[src/rtl/loader_pkg.sv]
// Shared definitions for the serial program loader: defaults, FSM states, window check.
// Latency: n/a (package).
// Backpressure: n/a (package).
package loader_pkg;

    localparam logic [15:0] BASE_ADDR_DEF   = 16'hC000;
    localparam int          MEM_DEPTH_DEF   = 16384;
    localparam logic [7:0]  SYNC_BYTE_DEF   = 8'hA5;
    localparam int          TIMEOUT_CYC_DEF = 5_000_000;

    // Program-memory byte offset width
    localparam int          ADDR_W          = 14;

    typedef enum logic [2:0] {
        IDLE    = 3'd0,
        ADDR_HI = 3'd1,
        ADDR_LO = 3'd2,
        LEN_HI  = 3'd3,
        LEN_LO  = 3'd4,
        DATA    = 3'd5,
        CHECK   = 3'd6
    } loader_state_t;

    // True when [start, start+len-1] lies inside [base, last]. Done in 17 bits so
    // a frame running past 0xFFFF is caught rather than wrapping to a low address.
    function automatic logic in_window(input logic [15:0] start,
                                       input logic [15:0] len,
                                       input logic [15:0] base,
                                       input logic [16:0] last);
        logic [16:0] frame_last;
        frame_last = {1'b0, start} + {1'b0, len} - 17'd1;
        return ({1'b0, start} >= {1'b0, base}) && (frame_last <= last);
    endfunction

endpackage

[src/rtl/program_loader_if.sv]
// Byte stream in / program-memory write port and status out of the program loader.
// Latency: n/a (wiring only).
// Backpressure: none; the receive side is a bare valid strobe.
interface program_loader_if;
    import loader_pkg::*;

    logic [7:0]        rx_data;
    logic              rx_valid;
    logic              mem_we;
    logic [ADDR_W-1:0] mem_addr;
    logic [7:0]        mem_wdata;
    logic              cpu_hold;
    logic              load_done;
    logic              load_error;

    // Host side: UART receiver feeding bytes, observing memory writes and status
    modport master (
        output rx_data, rx_valid,
        input  mem_we, mem_addr, mem_wdata, cpu_hold, load_done, load_error
    );

    // Loader side
    modport slave (
        input  rx_data, rx_valid,
        output mem_we, mem_addr, mem_wdata, cpu_hold, load_done, load_error
    );

endinterface

[src/rtl/loader_timeout.sv]
// Inter-byte watchdog: flags TIMEOUT_CYC consecutive enabled cycles without a kick.
// Latency: expired is combinational on the TIMEOUT_CYC-th quiet cycle.
// Backpressure: none.
module loader_timeout #(
    parameter int TIMEOUT_CYC = 5_000_000
) (
    input  logic clk,
    input  logic reset,
    input  logic kick,
    input  logic enable,
    output logic expired
);
    localparam int CW = $clog2(TIMEOUT_CYC) + 1;

    logic [CW-1:0] cnt;

    // cnt holds the number of quiet cycles already elapsed; a kick always wins
    assign expired = enable && !kick && (cnt == CW'(TIMEOUT_CYC - 1));

    // Count quiet cycles while enabled; reload on kick, idle or expiry
    always_ff @(posedge clk or posedge reset) begin
        if (reset) begin
            cnt <= '0;
        end else if (kick || !enable || expired) begin
            cnt <= '0;
        end else begin
            cnt <= cnt + CW'(1);
        end
    end

endmodule

[src/rtl/program_loader.sv]
// Parses framed bytes from the UART and writes the payload into 6502 program memory.
// Latency: each data byte is written one cycle after its rx_valid; load_done one cycle after CHK.
// Backpressure: none; every rx_valid is consumed, back-to-back bytes included.
module program_loader
    import loader_pkg::*;
#(
    parameter logic [15:0] BASE_ADDR   = BASE_ADDR_DEF,
    parameter int          MEM_DEPTH   = MEM_DEPTH_DEF,
    parameter logic [7:0]  SYNC_BYTE   = SYNC_BYTE_DEF,
    parameter int          TIMEOUT_CYC = TIMEOUT_CYC_DEF
) (
    input  logic            clk,
    input  logic            reset,
    program_loader_if.slave bus
);
    localparam logic [16:0] WINDOW_LAST = 17'(int'(BASE_ADDR) + MEM_DEPTH - 1);

    loader_state_t     state, state_n;
    logic [7:0]        addr_hi_q, addr_lo_q, len_hi_q, csum_q;
    logic [15:0]       remain_q;
    logic [ADDR_W-1:0] ptr_q, mem_addr_q;
    logic [7:0]        mem_wdata_q;
    logic              mem_we_q, load_done_q, load_error_q, released_q;

    logic [15:0]       start_word, len_word;
    logic              range_ok, tmo_en, tmo_expired;
    logic              frame_start, frame_ok, frame_bad, data_open, data_write;

    assign start_word = {addr_hi_q, addr_lo_q};
    // Only meaningful in LEN_LO, where rx_data carries the low length byte
    assign len_word   = {len_hi_q, bus.rx_data};
    assign range_ok   = in_window(start_word, len_word, BASE_ADDR, WINDOW_LAST);
    assign tmo_en     = (state != IDLE);

    loader_timeout #(
        .TIMEOUT_CYC (TIMEOUT_CYC)
    ) u_timeout (
        .clk     (clk),
        .reset   (reset),
        .kick    (bus.rx_valid),
        .enable  (tmo_en),
        .expired (tmo_expired)
    );

    // State register
    always_ff @(posedge clk or posedge reset) begin
        if (reset) begin
            state <= IDLE;
        end else begin
            state <= state_n;
        end
    end

    // Next state and per-byte control strobes
    always_comb begin
        state_n     = state;
        frame_start = 1'b0;
        frame_ok    = 1'b0;
        frame_bad   = 1'b0;
        data_open   = 1'b0;
        data_write  = 1'b0;
        if (bus.rx_valid) begin
            unique case (state)
                IDLE: begin
                    if (bus.rx_data == SYNC_BYTE) begin
                        state_n     = ADDR_HI;
                        frame_start = 1'b1;
                    end
                end
                ADDR_HI: state_n = ADDR_LO;
                ADDR_LO: state_n = LEN_HI;
                LEN_HI:  state_n = LEN_LO;
                LEN_LO: begin
                    if (!range_ok) begin
                        state_n   = IDLE;
                        frame_bad = 1'b1;
                    end else if (len_word == 16'd0) begin
                        state_n   = CHECK;
                    end else begin
                        state_n   = DATA;
                        data_open = 1'b1;
                    end
                end
                DATA: begin
                    data_write = 1'b1;
                    if (remain_q == 16'd1) begin
                        state_n = CHECK;
                    end
                end
                CHECK: begin
                    state_n = IDLE;
                    if (8'(csum_q + bus.rx_data) == 8'h00) begin
                        frame_ok  = 1'b1;
                    end else begin
                        frame_bad = 1'b1;
                    end
                end
                default: state_n = IDLE;
            endcase
        end else if (tmo_expired) begin
            state_n   = IDLE;
            frame_bad = 1'b1;
        end
    end

    // Header capture, running checksum and payload write pointer
    always_ff @(posedge clk or posedge reset) begin
        if (reset) begin
            addr_hi_q <= '0;
            addr_lo_q <= '0;
            len_hi_q  <= '0;
            csum_q    <= '0;
            remain_q  <= '0;
            ptr_q     <= '0;
        end else begin
            if (bus.rx_valid && state == ADDR_HI) addr_hi_q <= bus.rx_data;
            if (bus.rx_valid && state == ADDR_LO) addr_lo_q <= bus.rx_data;
            if (bus.rx_valid && state == LEN_HI)  len_hi_q  <= bus.rx_data;
            if (frame_start) begin
                csum_q <= '0;
            end else if (bus.rx_valid && state != IDLE && state != CHECK) begin
                csum_q <= csum_q + bus.rx_data;
            end
            if (data_open) begin
                ptr_q    <= ADDR_W'(start_word - BASE_ADDR);
                remain_q <= len_word;
            end else if (data_write) begin
                ptr_q    <= ptr_q + ADDR_W'(1);
                remain_q <= remain_q - 16'd1;
            end
        end
    end

    // Memory write port and status flags
    always_ff @(posedge clk or posedge reset) begin
        if (reset) begin
            mem_we_q     <= 1'b0;
            mem_addr_q   <= '0;
            mem_wdata_q  <= '0;
            load_done_q  <= 1'b0;
            load_error_q <= 1'b0;
            released_q   <= 1'b0;
        end else begin
            mem_we_q    <= data_write;
            load_done_q <= frame_ok;
            if (data_write) begin
                mem_addr_q  <= ptr_q;
                mem_wdata_q <= bus.rx_data;
            end
            if (frame_start) begin
                load_error_q <= 1'b0;
            end else if (frame_bad) begin
                load_error_q <= 1'b1;
            end
            // Released off the done pulse so the CPU leaves reset the cycle after it
            if (load_done_q) begin
                released_q <= 1'b1;
            end
        end
    end

    assign bus.mem_we     = mem_we_q;
    assign bus.mem_addr   = mem_addr_q;
    assign bus.mem_wdata  = mem_wdata_q;
    assign bus.load_done  = load_done_q;
    assign bus.load_error = load_error_q;
    assign bus.cpu_hold   = !released_q || (state != IDLE);

endmodule
[src/flat_wrapper.sv]
// flat-port wrapper written by rule: the top's interface ports become plain ports
module program_loader_flat import loader_pkg::*;
#(
    parameter logic [15:0] BASE_ADDR   = BASE_ADDR_DEF,
    parameter int          MEM_DEPTH   = MEM_DEPTH_DEF,
    parameter logic [7:0]  SYNC_BYTE   = SYNC_BYTE_DEF,
    parameter int          TIMEOUT_CYC = TIMEOUT_CYC_DEF
)
  (clk, reset, bus_rx_data, bus_rx_valid, bus_mem_we, bus_mem_addr, bus_mem_wdata, bus_cpu_hold, bus_load_done, bus_load_error);
  program_loader_if bus_i ();
  input  logic clk;
  input  logic reset;
  input wire logic [$bits(bus_i.rx_data)-1:0] bus_rx_data;
  input wire logic [$bits(bus_i.rx_valid)-1:0] bus_rx_valid;
  output wire logic [$bits(bus_i.mem_we)-1:0] bus_mem_we;
  output wire logic [$bits(bus_i.mem_addr)-1:0] bus_mem_addr;
  output wire logic [$bits(bus_i.mem_wdata)-1:0] bus_mem_wdata;
  output wire logic [$bits(bus_i.cpu_hold)-1:0] bus_cpu_hold;
  output wire logic [$bits(bus_i.load_done)-1:0] bus_load_done;
  output wire logic [$bits(bus_i.load_error)-1:0] bus_load_error;
  assign bus_i.rx_data = bus_rx_data;
  assign bus_i.rx_valid = bus_rx_valid;
  assign bus_mem_we = bus_i.mem_we;
  assign bus_mem_addr = bus_i.mem_addr;
  assign bus_mem_wdata = bus_i.mem_wdata;
  assign bus_cpu_hold = bus_i.cpu_hold;
  assign bus_load_done = bus_i.load_done;
  assign bus_load_error = bus_i.load_error;
  program_loader #(.BASE_ADDR(BASE_ADDR), .MEM_DEPTH(MEM_DEPTH), .SYNC_BYTE(SYNC_BYTE), .TIMEOUT_CYC(TIMEOUT_CYC)) u_core (.clk(clk), .reset(reset), .bus(bus_i));
endmodule
[config.mk]
export PLATFORM = sky130hd
export DESIGN_NAME = program_loader_flat
export DESIGN_NICKNAME = d
export VERILOG_FILES = /design/src/rtl/loader_pkg.sv /design/src/rtl/program_loader_if.sv /design/src/rtl/loader_timeout.sv /design/src/rtl/program_loader.sv /design/src/flat_wrapper.sv
export SDC_FILE = /design/constraint.sdc
export NUM_CORES = 1
export LEC_CHECK = 0
export CORE_UTILIZATION = 55
export DETAILED_ROUTE_END_ITERATION = 7
export PLACE_DENSITY = 0.82
export RECOVER_POWER = 100
export SLEW_MARGIN = 15
export SYNTH_ARGS = -nofsm -noshare
export SYNTH_HDL_FRONTEND = slang
export SYNTH_HIERARCHICAL = 1
export SYNTH_SLANG_ARGS = --single-unit
[constraint.sdc]
create_clock -name clk -period 5.1 [get_ports clk]
set_clock_uncertainty 0.15 [all_clocks]
set_input_delay 1.53 -clock clk [delete_from_list [all_inputs] [get_ports clk]]
set_output_delay 1.53 -clock clk [all_outputs]
set_load 0.05 [all_outputs]
After elaboration in Yosys (flattened, before gate mapping)
Index checks and enable logic that the tools add are counted.
{"block": "word_totals", "word_cells": 91, "in_bits": 11, "regBits": 115, "out_inout_bits": 26}
{"block": "op_classes", "n_lt_le_gt_ge": 2, "n_reduce_logical": 23, "n_mux": 33, "n_addsub": 7, "eq_ne": 12}
{"operator": "2-to-1 mux 16 bit", "count": 2}
{"operator": "2-to-1 mux 14 bit", "count": 2}
{"operator": "adder 24 x 1 -> 24 bit, second input constant", "count": 1}
{"operator": "== test 24 x 23 -> 1 bit, second input constant", "count": 1}
{"operator": "2-to-1 mux 24 bit", "count": 1}
{"operator": "2-to-1 mux 1 bit", "count": 18}
{"operator": "one-hot mux 3 bit (6 select lines)", "count": 1}
{"operator": "adder 16 x 16 -> 17 bit", "count": 1}
{"operator": "<= comparator 17 x 16 -> 1 bit, second input constant", "count": 1}
{"operator": "subtractor 17 x 1 -> 17 bit, second input constant", "count": 1}
{"operator": "== test 16 x 1 -> 1 bit, second input constant", "count": 1}
{"operator": ">= comparator 16 bit, second input constant", "count": 1}
{"operator": "logical NOT 16 bit", "count": 1}
{"operator": "2-to-1 mux 8 bit", "count": 2}
{"operator": "subtractor 16 x 1 -> 16 bit, second input constant", "count": 1}
{"operator": "2-to-1 mux 3 bit", "count": 5}
{"operator": "adder 14 x 1 -> 14 bit, second input constant", "count": 1}
{"operator": "subtractor 14 x 1 -> 14 bit, second input constant", "count": 1}
{"operator": "== test 3 bit, second input constant", "count": 3}
{"operator": "adder 8 bit", "count": 1}
{"operator": "== test 8 bit, second input constant", "count": 1}
{"operator": "logical AND 1 bit", "count": 8}
{"operator": "logical NOT 8 bit", "count": 1}
{"operator": "nonzero test 2 bit", "count": 4}
{"operator": "11 further kinds", "count": 17}

Logic depth before layout (Yosys ltp)
{"block": "depth", "word_depth": 9, "depth_mapped": 12}

Hierarchy
Netlist, hierarchy kept.
{"module": "program_loader", "instances": 1, "cells_each": 584, "area_per_inst_um2": 5271.3}
{"module": "loader_timeout", "instances": 1, "cells_each": 138, "area_per_inst_um2": 1263.7}

Worst setup path after synthesis
OpenSTA, ideal clock, no wires.
{"block": "synth_path", "path_kind": "in2reg", "startpoint": "input bus_rx_data[2]", "endpoint": "register u_core.ptr_q[13]", "path_buffers": 1, "setup_slack_ns": 1.062, "cell_stages": 11, "arrival_ns": 3.762, "setup_time_ns": 0.126, "path_cell_list": "inv_1 ha_1 inv_1 ha_1 a211oi_1 o211ai_1 a221oi_1 nand4_2 and2_4 buf_8 a311o_1"}
{"block": "synth_between", "elab_chain_len": 8, "word_cells_on_any_way": 11}
{"item": "start: declaration", "line_no": "flat_wrapper.sv:13", "text": "input wire logic [$bits(bus_i.rx_data)-1:0] bus_rx_data;"}
{"item": "adder 16 x 16 -> 17 bit", "line_no": "loader_pkg.sv:31", "text": "frame_last = {1'b0, start} + {1'b0, len} - 17'd1;"}
{"item": "subtractor 17 x 1 -> 17 bit", "line_no": "loader_pkg.sv:31"}
{"item": "<= comparator 17 x 16 -> 1 bit", "line_no": "loader_pkg.sv:32", "text": "return ({1'b0, start} >= {1'b0, base}) && (frame_last <= last);"}
{"item": "logical AND 1 bit", "line_no": "loader_pkg.sv:32"}
{"item": "2-to-1 mux 1 bit (*)", "line_no": "program_loader.sv:74", "text": "if (!range_ok) begin"}
{"item": "2-to-1 mux 1 bit (*)", "line_no": "program_loader.sv:63", "text": "unique case (state)"}
{"item": "2-to-1 mux 1 bit (*)", "line_no": "program_loader.sv:62", "text": "if (bus.rx_valid) begin"}
{"item": "2-to-1 mux 14 bit / nonzero test 2 bit (equally long branches)"}
{"item": "end signal: assignment", "line_no": "program_loader.sv:125", "text": "ptr_q <= ADDR_W'(start_word - BASE_ADDR);"}
{"item": "end signal: assignment", "line_no": "program_loader.sv:128", "text": "ptr_q <= ptr_q + ADDR_W'(1);"}
{"item": "end: declaration", "line_no": "program_loader.sv:21", "text": "logic [ADDR_W-1:0] ptr_q, mem_addr_q;"}
Every way passes the cells marked *; elsewhere a longest branch is shown, timed or not.
A chain may end at the register's enable or synchronous reset.

Final worst setup path
{"block": "layout_path", "startpoint": "input bus_rx_data[6]", "endpoint": "register u_core.remain_q[11]"}
{"block": "layout_between", "elab_chain_len": 8, "word_cells_on_any_way": 11}
{"item": "adder 16 x 16 -> 17 bit", "line_no": "loader_pkg.sv:31"}
{"item": "subtractor 17 x 1 -> 17 bit", "line_no": "loader_pkg.sv:31"}
{"item": "<= comparator 17 x 16 -> 1 bit", "line_no": "loader_pkg.sv:32"}
{"item": "logical AND 1 bit", "line_no": "loader_pkg.sv:32"}
{"item": "2-to-1 mux 1 bit (*)", "line_no": "program_loader.sv:74"}
{"item": "2-to-1 mux 1 bit (*)", "line_no": "program_loader.sv:63"}
{"item": "2-to-1 mux 1 bit (*)", "line_no": "program_loader.sv:62"}
{"item": "2-to-1 mux 16 bit / nonzero test 2 bit (equally long branches)"}
{"item": "end signal: assignment", "line_no": "program_loader.sv:126", "text": "remain_q <= len_word;"}
{"item": "end signal: assignment", "line_no": "program_loader.sv:129", "text": "remain_q <= remain_q - 16'd1;"}
{"item": "end: declaration", "line_no": "program_loader.sv:20", "text": "logic [15:0] remain_q;"}
Marked as above.

==> metrics <==
post-synthesis cell area 6535 µm²; Mapped Nets around 780; Syn Area/Cell between 9 and 10 µm²; Placed Cells 885; hold_sp u_core/bus.mem_addr[1]; Setup crit start bus_rx_data[6]; clock buffer depth 2; Initial Utilization ~57%; ANT nets after route 0; Syn Inst Count 722; total CTS buffers 17; Compound-Gate Fraction of Synth Area 12.29%; number of global-route vias before repair between 5k and 6k; FP Rows 39; area of the core between 10000 and 15000 µm²; DR WL/cell approximately 17 µm; fin nets a little over 800; slowest stage delay, CP around 0.63 ns; DRT iter0 DRCs 539; Final Wtd Congestion 0.9798; Int Pwr 2.729 mW; failing checks DRC, capacitance limit, slew limit; Combinational Power Share around two fifths; # H-tree levels 4; hold crit path type flip-flop to flip-flop; synth unique cells a little under 60; Max Freq 217.4 MHz; via count about 5.5k; asr flop ratio synth 100.0%; Slew Viols, Final 64; ratio of cells with drive above 1 in the final layout between 5 and 6%; clock-pin slew on the worst setup and hold paths roughly 0.06 ns; Setup violations, final 0; worst path bufs/invs 3; Top delay family on crit path compound AO/OA/AOI/OAI gates; post-synthesis simple-gate area fraction about 21%; crit end category flip-flop; drt pass-1 iters 7; Reg power frac roughly a third; leakage 3.649 nW; Post-CTS Setup Bufs 0; root buffer cell clkbuf_16; Die Area roughly 12000 µm²; CTS tree done; Hold-fix buffers, CTS 0; drt total wl 16000 µm; post-synth top area share between 40% and 50%; FF-to-FF End u_core/remain_q[11]; Clk pwr share 27.8%; area grow syn2layout 16.64%; Syn. warnings 6; Sink Count about 120; sequential area share after synthesis between 40% and 50%; CP max FO 22; DIE WIDTH 111.0 µm; most numerous cell in the Yosys netlist dfrtp_1; area leader, netlist dfrtp_1; minimum clock period roughly 4.6 ns; Setup TNS 0 ns; maximum vdd drop approximately 0.00031 V; WS Path Type input port to flip-flop; total congestion overflow 0; Post-synth top flop dfrtp_1; r2r worst-path depth 10; synth top area cells dfrtp_1 (44%), ha_1 (8.0%), nand2_1 (6.1%); status complete, but fails checks; Critical Path RT approximately 5.3 ns; R2R Setup Slk 1.88 ns; antenna diode count 0; final hold vios 0; max-cap viol count 1; pwr/cell area around 600 nW/µm²; num ports 37; Worst path depth 11; largest net degree at the start of global routing 64; xor/xnor share of the synthesized area approximately 6.0%; multiplexer share of the synthesized area between 1.5 and 2%; Worst-Margin Slew around 2.5 ns; startpoint types input port; RSZ-0062 raised after global routing false; post-route insts no fill just over 900; P_sw ~1.9 mW; CP cell instances dlygate4sd3_1 > inv_1 > ha_1 > inv_1 > ha_1 > o21ai_0 > a2111oi_0 > a221oi_1 > nand4_2 > and2_4 > a311o_1; combinational family with the most area after synthesis simple AND/OR/NAND/NOR gates; critical path's slowest cell dlygate4sd3_1; Post-Synth Adder-Cell Area 8.348%; Net Sw Frac between 40% and 50%; top cells by count, synth dfrtp_1 (115), nand2_1 (107), inv_1 (77); crit path DAT roughly 4.8 ns; critical path capture point u_core/remain_q[11]; HPWL Detailed about 11000 µm; vias per inst 5.973; number of flops mapped to enable cells by yosys 0; fillers about 900; #FFs+latches synth between 100 and 150; reg-to-reg critical path startpoint u_core/addr_lo_q[5]; initial antenna violation count 0; global-route wire length before repair ~27000 µm; DRC viols 8; Die Span Y approximately 110 µm; Final Cycle Share roughly 90%; gr usage total roughly 28%; PortBufs 36; Post-CTS Resized 0; later-pin clock latency in the skew report approximately 0.43 ns; Slew headroom -65.98%
==> per-layer routing <==
metal	vias to the layer above	share of wire (%)	GRT usage, %
met4	0	2.7	12.15
met5	-	0	0
met2	189	48	44.95
met3	39	6.3	6.397
li1	2572	-	-
met1	2677	43	36.64
==> worst min-delay path by stage <==
stage                        endpoint  slack, ns  cells after the start
2_1_floorplan       u_core/released_q       0.29                      1
6_report       u_core/bus.mem_addr[1]       0.31                      2
3_3_place_gp   u_core/bus.mem_addr[0]       0.31                      2
5_1_grt             u_core/released_q       0.33                      1
4_1_cts             u_core/released_q       0.32                      1
3_5_place_dp        u_core/released_q       0.30                      1
==> cell type report <==
class,count,area [µm²],area share (%)
Inverter,77,289.0,3.792
Clock inverter,12,178.9,2.347
Tap cell,143,178.9,2.347
Multi-Input combinational cell,498,3183,41.76
Clock buffer,20,456.7,5.991
Sequential cell,115,2878,37.75
Timing Repair Buffer,52,457.9,6.008
==> per-stage QoR <==
step / instance area (µm²) / util, % / power [mW] / worst slack [ns] / hold WS, ns
2_1_floorplan: 6535 / - / 2.765 / 1.056 / 0.2894
3_3_place_gp: 7032 / 61.06 / 3.228 / 0.4107 / 0.3071
3_5_place_dp: 7032 / 61.06 / 3.320 / 0.2392 / 0.3042
4_1_cts: 7667 / 66.58 / 4.622 / 0.6802 / 0.3200
5_1_grt: 7622 / 66.19 / 4.883 / 0.2861 / 0.3283
6_report: 7622 / 66.19 / 4.584 / 0.5008 / 0.3145
==> flip-flops by register name, summed over array words and instances, names as in the netlist, 8 cells and up <==
register / count
u_core/u_timeout/cnt: 24
u_core/remain_q: 16
u_core/bus.mem_addr: 14
u_core/ptr_q: 14
u_core/addr_hi_q: 8
u_core/addr_lo_q: 8
u_core/bus.mem_wdata: 8
u_core/csum_q: 8
u_core/len_hi_q: 8
==> worst reg2reg max path, stage by stage (launching register included) <==
cell and delay [ns]:
dfrtp_1 0.36, inv_1 0.11, ha_1 0.30, inv_1 0.05, ha_1 0.31, a211oi_1 0.22
o211ai_1 0.16, a221oi_1 0.58, nand4_2 0.18, and2_4 0.31, a311o_1 0.39
==> power by group through the flow <==
| stage | Clock (mW) | Combinational, mW | Sequential [mW] |
|---|---|---|---|
| after floorplan | 0 | 1.16 | 1.61 |
| after global placement | 0 | 1.79 | 1.44 |
| after detailed placement | 0 | 1.87 | 1.45 |
| after CTS | 1.29 | 1.89 | 1.45 |
| after global routing | 1.33 | 2.07 | 1.49 |
| final | 1.27 | 1.86 | 1.45 |
==> cells in the final DEF (no fill, tap or decap), types with 6 or more instances in the layout <==
cell | synthesis | layout
dfrtp_1 | 115 | 115
nand2_1 | 107 | 107
inv_1 | 77 | 77
o21ai_0 | 64 | 64
ha_1 | 42 | 42
dlygate4sd3_1 | 0 | 30
nand3_1 | 29 | 29
nor2_1 | 28 | 28
xnor2_1 | 28 | 28
nand4_1 | 22 | 22
a21oi_1 | 21 | 21
clkbuf_16 | 0 | 17
xor2_1 | 17 | 17
nor4_1 | 17 | 17
nor3_1 | 15 | 15
buf_4 | 2 | 10
or4_1 | 9 | 9
mux2i_1 | 9 | 9
and3_1 | 8 | 8
or3_1 | 8 | 8
clkbuf_1 | 17 | 7
clkdlybuf4s50_1 | 0 | 6
and2_1 | 8 | 6
==> cells by family (layout without fill, tap and decap cells) <==
| logic type | Yosys count | after routing |
|---|---|---|
| adder cells (fa/ha/maj) | 43 | 43 |
| multiplexers | 11 | 11 |
| AO/OA/AOI/OAI | 128 | 128 |
| buffers and inverters | 109 | 161 |
| flip-flops | 115 | 115 |
| AND/OR/NAND/NOR | 271 | 271 |
| XOR/XNOR | 45 | 45 |
(Power assumes the default switching activity.)
